**config.mk**
```make
export PLATFORM = sky130hd
export DESIGN_NAME = trans_sched_flat
export DESIGN_NICKNAME = d
export VERILOG_FILES = /design/src/rtl/trans_sched_if.sv /design/src/rtl/trans_sched.sv /design/src/flat_wrapper.sv
export SDC_FILE = /design/constraint.sdc
export NUM_CORES = 1
export LEC_CHECK = 0
export CORE_UTILIZATION = 49
export CTS_CLUSTER_DIAMETER = 200
export DETAILED_ROUTE_END_ITERATION = 10
export HOLD_SLACK_MARGIN = 0.15
export PLACE_DENSITY = 0.81
export SYNTH_ARGS = -nofsm -noshare
export SYNTH_HDL_FRONTEND = slang
export SYNTH_SLANG_ARGS = --single-unit
```
**constraint.sdc**
```tcl
create_clock -name clk -period 3.5 [get_ports clk]
set_clock_uncertainty 0.15 [all_clocks]
set_input_delay 0.7 -clock clk [delete_from_list [all_inputs] [get_ports clk]]
set_output_delay 0.7 -clock clk [all_outputs]
set_load 0.02 [all_outputs]
```
**src/rtl/trans_sched_if.sv**
```systemverilog
// Requester-side beat bus plus packer drive bundle for trans_sched.
// The packer's byte-mode select is named byte_sel because "byte" is a reserved word.
interface trans_sched_if #(
  parameter int NREQ = 2
);
  // Handshake: a beat from requester i moves on a rising clk edge where
  // src_valid[i] && src_ready[i]; src_byte/src_data/src_last must be stable
  // while src_valid is high, and src_ready never depends on src_valid.
  logic [NREQ-1:0]   src_valid;
  logic [NREQ-1:0]   src_byte;
  logic [8*NREQ-1:0] src_data;
  logic [NREQ-1:0]   src_last;
  logic [NREQ-1:0]   src_ready;
  logic              start;
  logic              byte_sel;
  logic [7:0]        data_in;

  modport master (
    output src_valid, src_byte, src_data, src_last,
    input  src_ready, start, byte_sel, data_in
  );

  modport slave (
    input  src_valid, src_byte, src_data, src_last,
    output src_ready, start, byte_sel, data_in
  );
endinterface

```
**src/rtl/trans_sched.sv**
```systemverilog
// Round-robin frame scheduler feeding one byte/nibble packer; pads odd nibble frames.
// Optional stall watchdog enabled by defining TRANS_SCHED_TIMEOUT_EN.
module trans_sched #(
  parameter int NREQ    = 2,
  parameter int GAP_CYC = 1,
  parameter int TIMEOUT = 64
) (
  input  logic            clk,
  input  logic            reset_n,
  trans_sched_if.slave    sif,
  output logic [NREQ-1:0] grant,
  output logic            busy,
  output logic            frame_done,
  output logic            err_timeout,
  output logic [1:0]      dbg_state
);
  localparam int IW = (NREQ > 1) ? $clog2(NREQ) : 1;
  localparam logic [IW-1:0] RR_RST   = IW'(NREQ - 1);
  localparam logic [3:0]    GAP_LAST = 4'((GAP_CYC > 0) ? GAP_CYC - 1 : 0);

  typedef enum logic [1:0] {S_IDLE, S_XFER, S_PAD, S_GAP} state_t;

  state_t          state_q, state_d;
  logic [NREQ-1:0] grant_q, grant_d;
  logic [IW-1:0]   gidx_q, gidx_d;
  logic [IW-1:0]   rr_ptr_q, rr_ptr_d;
  logic            mode_q, mode_d;
  logic            phase_q, phase_d;
  logic            start_q, start_d;
  logic            byte_q, byte_d;
  logic [7:0]      data_q, data_d;
  logic            busy_q, busy_d;
  logic            done_q, done_d;
  logic [3:0]      gap_q, gap_d;

  logic            arb_found;
  logic [IW-1:0]   arb_idx;
  logic [NREQ-1:0] arb_oh;
  logic [7:0]      sel_data;
  logic            accept;
  logic            last_b;
  logic            close_frame;

`ifdef TRANS_SCHED_TIMEOUT_EN
  localparam int TW = $clog2(TIMEOUT + 1);
  logic [TW-1:0] to_q, to_d;
  logic          err_q, err_d;
`endif

  assign sif.src_ready = (state_q == S_XFER) ? grant_q : '0;
  assign accept        = |(sif.src_valid & sif.src_ready);
  assign last_b        = |(sif.src_last & grant_q);

  // First requesting index strictly after rr_ptr, wrapping around.
  always_comb begin
    arb_found = 1'b0;
    arb_idx   = '0;
    arb_oh    = '0;
    for (int k = 1; k <= NREQ; k++) begin
      for (int j = 0; j < NREQ; j++) begin
        if (!arb_found && (j == (int'(rr_ptr_q) + k) % NREQ) && sif.src_valid[j]) begin
          arb_found = 1'b1;
          arb_idx   = IW'(j);
          arb_oh[j] = 1'b1;
        end
      end
    end
  end

  always_comb begin
    sel_data = '0;
    for (int j = 0; j < NREQ; j++) begin
      if (gidx_q == IW'(j)) sel_data = sif.src_data[8*j +: 8];
    end
  end

  always_comb begin
    state_d     = state_q;
    grant_d     = grant_q;
    gidx_d      = gidx_q;
    rr_ptr_d    = rr_ptr_q;
    mode_d      = mode_q;
    phase_d     = phase_q;
    start_d     = 1'b0;
    byte_d      = byte_q;
    data_d      = data_q;
    done_d      = 1'b0;
    gap_d       = gap_q;
    close_frame = 1'b0;
`ifdef TRANS_SCHED_TIMEOUT_EN
    to_d        = to_q;
    err_d       = err_q;
`endif

    case (state_q)
      S_IDLE: begin
        if (arb_found) begin
          state_d = S_XFER;
          grant_d = arb_oh;
          gidx_d  = arb_idx;
          mode_d  = |(sif.src_byte & arb_oh);
          phase_d = 1'b0;
`ifdef TRANS_SCHED_TIMEOUT_EN
          to_d    = '0;
`endif
        end
      end
      S_XFER: begin
        if (accept) begin
          start_d = 1'b1;
          byte_d  = mode_q;
          data_d  = sel_data;
          if (!mode_q) phase_d = ~phase_q;
`ifdef TRANS_SCHED_TIMEOUT_EN
          to_d    = '0;
`endif
          // An odd nibble count leaves the packer mid-byte, so flush with a pad.
          if (last_b) begin
            if (!mode_q && !phase_q) state_d = S_PAD;
            else                     close_frame = 1'b1;
          end
        end
`ifdef TRANS_SCHED_TIMEOUT_EN
        else begin
          to_d = to_q + 1'b1;
          if (to_d == TW'(TIMEOUT)) begin
            err_d = 1'b1;
            if (phase_q) state_d = S_PAD;
            else         close_frame = 1'b1;
          end
        end
`endif
      end
      S_PAD: begin
        start_d     = 1'b1;
        byte_d      = 1'b0;
        data_d      = 8'h00;
        phase_d     = 1'b0;
        close_frame = 1'b1;
      end
      S_GAP: begin
        if (gap_q == GAP_LAST) begin
          state_d = S_IDLE;
          grant_d = '0;
        end else begin
          gap_d = gap_q + 4'd1;
        end
      end
      default: begin
        state_d = S_IDLE;
        grant_d = '0;
      end
    endcase

    // frame_done coincides with the final packer beat being registered.
    if (close_frame) begin
      done_d   = 1'b1;
      rr_ptr_d = gidx_q;
      if (GAP_CYC == 0) begin
        state_d = S_IDLE;
        grant_d = '0;
      end else begin
        state_d = S_GAP;
        gap_d   = 4'd0;
      end
    end

    busy_d = (state_d != S_IDLE);
  end

  always_ff @(posedge clk or negedge reset_n) begin
    if (!reset_n) begin
      state_q  <= S_IDLE;
      grant_q  <= '0;
      gidx_q   <= '0;
      rr_ptr_q <= RR_RST;
      mode_q   <= 1'b0;
      phase_q  <= 1'b0;
      start_q  <= 1'b0;
      byte_q   <= 1'b0;
      data_q   <= 8'h00;
      busy_q   <= 1'b0;
      done_q   <= 1'b0;
      gap_q    <= 4'd0;
    end else begin
      state_q  <= state_d;
      grant_q  <= grant_d;
      gidx_q   <= gidx_d;
      rr_ptr_q <= rr_ptr_d;
      mode_q   <= mode_d;
      phase_q  <= phase_d;
      start_q  <= start_d;
      byte_q   <= byte_d;
      data_q   <= data_d;
      busy_q   <= busy_d;
      done_q   <= done_d;
      gap_q    <= gap_d;
    end
  end

`ifdef TRANS_SCHED_TIMEOUT_EN
  always_ff @(posedge clk or negedge reset_n) begin
    if (!reset_n) begin
      to_q  <= '0;
      err_q <= 1'b0;
    end else begin
      to_q  <= to_d;
      err_q <= err_d;
    end
  end

  assign err_timeout = err_q;
`else
  // No watchdog in this build; TIMEOUT is inert and the flag stays low.
  assign err_timeout = (TIMEOUT < 0);
`endif

  assign sif.start    = start_q;
  assign sif.byte_sel = byte_q;
  assign sif.data_in  = data_q;
  assign grant        = grant_q;
  assign busy         = busy_q;
  assign frame_done   = done_q;
  assign dbg_state    = state_q;
endmodule

```
**src/flat_wrapper.sv**
```systemverilog
// flat-port wrapper written by rule: the top's interface ports become plain ports
module trans_sched_flat 
#(
  parameter int NREQ    = 2,
  parameter int GAP_CYC = 1,
  parameter int TIMEOUT = 64
)
  (clk, reset_n, grant, busy, frame_done, err_timeout, dbg_state, sif_src_valid, sif_src_byte, sif_src_data, sif_src_last, sif_src_ready, sif_start, sif_byte_sel, sif_data_in);
  trans_sched_if #(.NREQ(NREQ)) sif_i ();
  input  logic clk;
  input  logic reset_n;
  output logic [NREQ-1:0] grant;
  output logic busy;
  output logic frame_done;
  output logic err_timeout;
  output logic [1:0] dbg_state;
  input wire logic [$bits(sif_i.src_valid)-1:0] sif_src_valid;
  input wire logic [$bits(sif_i.src_byte)-1:0] sif_src_byte;
  input wire logic [$bits(sif_i.src_data)-1:0] sif_src_data;
  input wire logic [$bits(sif_i.src_last)-1:0] sif_src_last;
  output wire logic [$bits(sif_i.src_ready)-1:0] sif_src_ready;
  output wire logic [$bits(sif_i.start)-1:0] sif_start;
  output wire logic [$bits(sif_i.byte_sel)-1:0] sif_byte_sel;
  output wire logic [$bits(sif_i.data_in)-1:0] sif_data_in;
  assign sif_i.src_valid = sif_src_valid;
  assign sif_i.src_byte = sif_src_byte;
  assign sif_i.src_data = sif_src_data;
  assign sif_i.src_last = sif_src_last;
  assign sif_src_ready = sif_i.src_ready;
  assign sif_start = sif_i.start;
  assign sif_byte_sel = sif_i.byte_sel;
  assign sif_data_in = sif_i.data_in;
  trans_sched #(.NREQ(NREQ), .GAP_CYC(GAP_CYC), .TIMEOUT(TIMEOUT)) u_core (.clk(clk), .reset_n(reset_n), .sif(sif_i), .grant(grant), .busy(busy), .frame_done(frame_done), .err_timeout(err_timeout), .dbg_state(dbg_state));
endmodule
```
==> impl_results.md, run 1 <==
* Run status: finished clean
* Clk_lat worst skew at 0.32 ns
* Fmax at 341 MHz
* Netlist cell types at 41
* Synth warn at 0
* Crit. End Element: output pin
* Final net count at 201
* Die height at 54.3 um
* Setup TNS at 0 ns
* Setup Crit Path Kind: flop to output pin
* Fraction of the mapped netlist area in compound gates at 0.204
* Power per cell area at 861 nW/um^2
* Post-CTS Hold Buffers at 0
* Area contributors post-synth: dfrtp_1, mux2i_1, ha_1
* Syn Area/Cell at 10.2 um^2
* Final Hold Fails at 0
* Setup crit start kind: flop
* CP Data Arrival Time at 2.08 ns
* Post-synth ARST share at 1.00
* Synth Area in XOR/XNOR at 0.0196
* DP Wirelength at 2210 um
* Final Critical Period at 2.93 ns
* Multi-input logic area at 671 um^2
* Inserted Clock Buffers at 3
* Synthesized area at 1340 um^2
* # setup viols final at 0
* Largest family of logic cells by synthesized area: compound AO/OA/AOI/OAI gates
* Pre-Repair DR Iteration Count at 4
* Worst relative slew slack at 0.609
* Critical Path Fanout Max at 10
* Worst r2r src: u_core.dbg_state[0]
* Vias in the first global route at 1,118
* Die area at 2950 um^2
* Rows at 18
* RD Place Congestion at 0.809
* Mux contribution to synthesized area at 0.0757
* Post-Synth Adder-Cell Area at 0.0561
* WP data required at 2.65 ns
* 1st-iter DRT viols at 21
* Horiz. Die Dim at 54.3 um
* Total gr overflow at 0
* WL final at 2930 um
* CTS resizes at 0
* Placed cell count at 196
* # diodes at 0
* Hold_sp: u_core.sif.data_in[1]
* Post-Syn Instances at 131
* Num ports at 43
* Core ar. at 2520 um^2
* Post-synthesis sequential area ratio at 0.450
* Slew at the pin closest to its max-slew limit at 0.586 ns
* CP startpoint: u_core.dbg_state[1]
* Leak pwr at 0.839 nW
* H-Tree Depth at 1
* Biggest area consumer among synthesized cells: dfrtp_1
* Post-synth EDFFs at 0
* Simple-Gate Fraction of Synth Area at 0.143
* Peak supply drop at 0.561 mV
* Clock sink count at 24
* Layout cells sized above 1 at 0.0765
* Area Overhead vs Synth at 35.5%
* Synth Register Bits at 24
* IO buf count at 41
* Commonest non-fill, non-tap cells in the layout: clkdlybuf4s50_1, dfrtp_1, inv_1, nor3_1, mux2i_1
* Wire per inst at 14.6 um
* Via count at 1,145
* Post-route ant nets at 0
* Top_reg_cell synth: dfrtp_1
* Via/cell ratio at 5.73
* Commonest non-fill, non-tap cell in the layout: clkdlybuf4s50_1
* Synth top area share at 0.430
* Fin crit share at 0.839
* Clock root buffer: clkbuf_4
* Postcts setup bufs at 0
* Initial Utilization at 0.531
* Worst-path clk slew at 0.14 ns
* Fill cells at 207
* Seq. cell area at 602 um^2
* MaxCap Viol Count at 0
* Largest net degree at the start of global routing at 25
* DRC errors left at 0
* Final std cells w/o fill at 200
* Post-Syn Nets at 161
* Initial antenna violation count at 0
* Worst hold path type: flop to flop
* First-pass GRT wire length at 4820 um
* Pins Over Slew Limit at 0
* Max Buffers Root-to-Sink at 2
* Clock tree from TritonCTS: done
* RSZ-0062 raised after global routing: false
* GRT Resource Usage Total at 0.230
[per-layer routing]
layer,wire (um),part of all wire,global-route usage,up-vias
met3,129,0.044,0.0389,10
met5,0,0,0,-
met2,1450,0.50,0.409,39
met4,74,0.025,0.103,0
li1,-,-,-,549
met1,1270,0.43,0.267,547
[synthesized netlist by cell type, drive strengths merged, types with 3 or more instances]
| master | instances |
|---|---|
| a21o | 8 |
| a21oi | 4 |
| buf | 3 |
| clkbuf | 4 |
| dfrtp | 23 |
| ha | 6 |
| inv | 9 |
| mux2i | 9 |
| nand2 | 6 |
| nand3 | 3 |
| nor2 | 6 |
| nor3 | 9 |
| o21ai | 4 |
| o22ai | 3 |
| or2 | 3 |
[layout make-up]
type                       count  area share
multi-input combinational     91       0.370
sequential                    24       0.332
timing repair buffer          42       0.230
tap                           30      0.0207
inverter                       9      0.0186
clock inverter                 1      0.0166
clock buffer                   3      0.0124
[critical path, cell delays in order, from the launching register on]
cell and delay (ns):
dfrtp_1 0.44, inv_1 0.13, ha_1 0.41, and2_1 0.18, clkdlybuf4s50_1 0.59
[state kept, by name, indices dropped and copies added (netlist names)]
| name | count |
|---|---|
| u_core.sif.start | 1 |
| u_core.frame_done | 1 |
| u_core.rr_ptr_q | 1 |
| u_core.phase_q | 1 |
| u_core.dbg_state | 2 |
| u_core.sif.data_in | 8 |
| u_core.gap_q | 4 |
| u_core.gidx_q | 1 |
| u_core.mode_q | 1 |
| u_core.sif.byte_sel | 1 |
| u_core.busy | 1 |
| u_core.grant | 2 |
[cell families after synthesis]
family | count (synthesis)
simple gates | 36
compound gates | 35
flops | 24
buf+inv | 16
mux | 10
fa+ha+maj | 6
xor+xnor | 3
other cells | 1
[path summary, 6_finish.rpt]
check	endpoint	slack, ns	cells after the start
max	sif_src_ready[0]	0.57	4
min	u_core.sif.data_in[1]	0.35	1
max reg2reg	u_core.rr_ptr_q	1.25	5
min reg2reg	u_core.sif.data_in[1]	0.35	1
max in group asynchronous	u_core.rr_ptr_q	2.35	2
min in group asynchronous	u_core.grant[0]	0.57	2
[metrics by stage]
stage	cell area [um^2]	total power [mW]	hold WS (ns)	util	worst slack, ns
finish	1810	1.56	0.350	0.719	0.565
global route	1810	1.67	0.364	0.719	0.445
CTS	1810	1.57	0.355	0.719	0.549
detailed placement	1760	1.36	0.318	0.698	0.786
global placement	1760	1.34	0.307	0.698	0.859
floorplan	1340	1.05	0.254	-	1.34
[power breakdown]
| part | internal, mW | leakage [nW] | switching, mW | total [mW] |
|---|---|---|---|---|
| Combinational | 0.411 | 0.507 | 0.431 | 0.842 |
| Sequential | 0.400 | 0.304 | 0.118 | 0.518 |
| Clock | 0.116 | 0.0279 | 0.0864 | 0.202 |
| Total | 0.926 | 0.839 | 0.635 | 1.56 |
No activity file was read; power rests on OpenSTA's default activity.
==> run 2: changes to the inputs <==
--- a/config.mk
+++ b/config.mk
@@ -5,11 +5,11 @@
 export SDC_FILE = /design/constraint.sdc
 export NUM_CORES = 1
 export LEC_CHECK = 0
-export CORE_UTILIZATION = 49
+export CORE_UTILIZATION = 41
 export CTS_CLUSTER_DIAMETER = 200
 export DETAILED_ROUTE_END_ITERATION = 10
 export HOLD_SLACK_MARGIN = 0.15
-export PLACE_DENSITY = 0.81
+export PLACE_DENSITY = 0.72
 export SYNTH_ARGS = -nofsm -noshare
 export SYNTH_HDL_FRONTEND = slang
 export SYNTH_SLANG_ARGS = --single-unit
==> constraint.sdc (replaced) <==
create_clock -name clk -period 2.45 [get_ports clk]
set_clock_uncertainty 0.15 [all_clocks]
set_input_delay 0.49 -clock clk [delete_from_list [all_inputs] [get_ports clk]]
set_output_delay 0.49 -clock clk [all_outputs]
set_load 0.02 [all_outputs]
==> run 2 against run 1 <==
  * Power is 39% higher
  * Final area increased by 1.6%
  * Global-route usage down 3.9 points
  * Sequential share of layout area shrank 0.52 points
  * Critical path depth unchanged
  * Via count is 1.4% lower
  * First-iteration DRC count is 29% higher
  * Utilization decreased by 12 points
  * Cell count increased by 9.0%
  * Worst hold slack worse by 0.051 ns
  * Clock power increased by 6%
  * Routed wire length up 2.4%
  * Largest cell class unchanged
  * Highest routed layer unchanged
==> impl_results.md, run 2 (synthesis gave the netlist of run 1 again) <==
* Fmax at 458 MHz
* Worst r2r src: u_core.gap_q[0]
* Setup TNS at 0 ns
* # setup viols final at 0
* Area Overhead vs Synth at 37.7%
* Max Buffers Root-to-Sink at 2
* Horiz. Die Dim at 59.1 um
* DP Wirelength at 2380 um
* Initial Utilization at 0.435
* Clock tree from TritonCTS: done
* Net Sw Frac at 0.417
* Comb power frac at 0.561
* Initial antenna violation count at 0
* Critical Path Fanout Max at 4
* Via/cell ratio at 5.18
* Die area at 3500 um^2
* Placed cell count at 214
* Final net count at 205
* Via count at 1,129
* Clock sink count at 24
* Commonest non-fill, non-tap cells in the layout: clkdlybuf4s50_1, dfrtp_1, inv_1, nor3_1, mux2i_1
* H-Tree Depth at 1
* Internal Power at 1.27 mW
* Die height at 59.1 um
* R2r worst-path depth at 6
* IO buf count at 41
* RD Place Congestion at 0.848
* 1st-iter DRT viols at 27
* WL final at 3000 um
* Post-CTS Hold Buffers at 0
* Peak supply drop at 0.606 mV
* Run status: finished clean
* Critical Path, Cell by Cell: inv_1 > ha_1 > and2_1 > dlygate4sd2_1
* WP data required at 1.81 ns
* Fill cells at 276
* Rows at 20
* Clk_lat worst skew at 0.33 ns
* Reg-to-reg endpoint: u_core.busy
* Clock power share at 0.099
* First-pass GRT wire length at 5010 um
* Total gr overflow at 0
* CP peak stage delay at 0.43 ns
* Final Hold Fails at 0
* Pins Over Slew Limit at 0
* Fin crit share at 0.891
* Layout cells sized above 1 at 0.0977
* Setup crit start kind: flop
* Final std cells w/o fill at 218
* Number of flip-flops under the largest register name at 8
* Wire per inst at 13.8 um
* Post-route ant nets at 0
* Final Critical Period at 2.18 ns
* Largest net degree at the start of global routing at 16
* Flop-to-flop setup slack at 0.40 ns
* Worst hold path type: input pin to async pin
* Slowest CP cell: dfrtp_1
* Core ar. at 3080 um^2
* Pre-Repair DR Iteration Count at 4
* Total power at 2.17 mW
* DRC errors left at 0
* Sequential share of power at 0.340
* Num ports at 43
* Clock root buffer: clkbuf_4
* Setup Crit Path Kind: flop to output pin
* GRT Resource Usage Total at 0.191
* Inserted Clock Buffers at 3
* Worst-path clk slew at 0.13 ns
* Commonest non-fill, non-tap cell in the layout: clkdlybuf4s50_1
* CTS resizes at 2
* Vias in the first global route at 1,193
* Leak pwr at 0.860 nW
* NetSw at 0.904 mW
* CP Data Arrival Time at 1.54 ns
* MaxCap Viol Count at 0
* Power per cell area at 1180 nW/um^2
* Postcts setup bufs at 0
* Crit. End Element: output pin
* # diodes at 0
* RSZ-0062 raised after global routing: false
run 2: cell count changes in the layout (fill, tap and decap cells not counted), sizes merged:
cell,delta
bufinv,-1
clkbuf,+1
buf,+4
dlygate4sd2,+2
clkdlybuf4s50,-2
run 2: area by class of cell:
class | count | area [um^2] | area share
multi-input cells | 91 | 671 | 0.364
flip-flops and latches | 24 | 602 | 0.327
repair buffers | 46 | 445 | 0.242
well taps | 44 | 55.1 | 0.0299
clock buffers | 4 | 36.3 | 0.0197
inverters | 9 | 33.8 | 0.0183
run 2: power groups by stage:
| stage | combinational (mW) | clock (mW) | sequential (mW) |
|---|---|---|---|
| CTS | 1.22 | 0.222 | 0.738 |
| global placement | 1.20 | 0 | 0.739 |
| global route | 1.32 | 0.235 | 0.763 |
| finish | 1.22 | 0.215 | 0.738 |
| floorplan | 0.687 | 0 | 0.818 |
| detailed placement | 1.23 | 0 | 0.747 |
run 2: worst max-delay path by stage:
stage                                       end  slack (ns)                 from
after floorplan                 u_core.rr_ptr_q        0.43  u_core.dbg_state[1]
after global placement          u_core.rr_ptr_q        0.23     sif_src_valid[1]
after detailed placement  u_core.sif.data_in[3]        0.19     sif_src_valid[1]
after CTS                      sif_src_ready[0]        0.24  u_core.dbg_state[1]
after global routing           sif_src_ready[0]        0.18  u_core.dbg_state[1]
final                          sif_src_ready[0]        0.27  u_core.dbg_state[1]
run 2: through the flow:
stage | hold WS, ns | instance area (um^2) | setup slack, ns | util
after floorplan | 0.0444 | 1340 | 0.432 | -
after global placement | 0.314 | 1810 | 0.232 | 0.588
after detailed placement | 0.319 | 1810 | 0.192 | 0.588
after CTS | 0.310 | 1840 | 0.242 | 0.599
after global routing | 0.330 | 1840 | 0.175 | 0.599
final | 0.299 | 1840 | 0.266 | 0.599
run 2: worst max-delay path: cells and delay by family (launching register included):
family,cells,cell delay [ns]
adders and majority gates,1,0.20
buffers and inverters,2,0.45
and+or+nand+nor,1,0.13
DFF,1,0.43
run 2: layer usage:
layer	track usage	up-vias	part of all wire
met4	0.0884	0	0.020
met2	0.346	43	0.50
met5	0	-	0
met3	0.0284	5	0.048
met1	0.219	533	0.43
li1	-	548	-
==> run 3: changes to the inputs <==
--- a/config.mk
+++ b/config.mk
@@ -8,8 +8,9 @@
 export CORE_UTILIZATION = 41
 export CTS_CLUSTER_DIAMETER = 200
 export DETAILED_ROUTE_END_ITERATION = 10
-export HOLD_SLACK_MARGIN = 0.15
+export GPL_ROUTABILITY_DRIVEN = 0
 export PLACE_DENSITY = 0.72
+export SETUP_SLACK_MARGIN = 0.15
 export SYNTH_ARGS = -nofsm -noshare
 export SYNTH_HDL_FRONTEND = slang
 export SYNTH_SLANG_ARGS = --single-unit
==> results of run 3 <==
Final layout, timing and power as in run 2 (identical DEF).
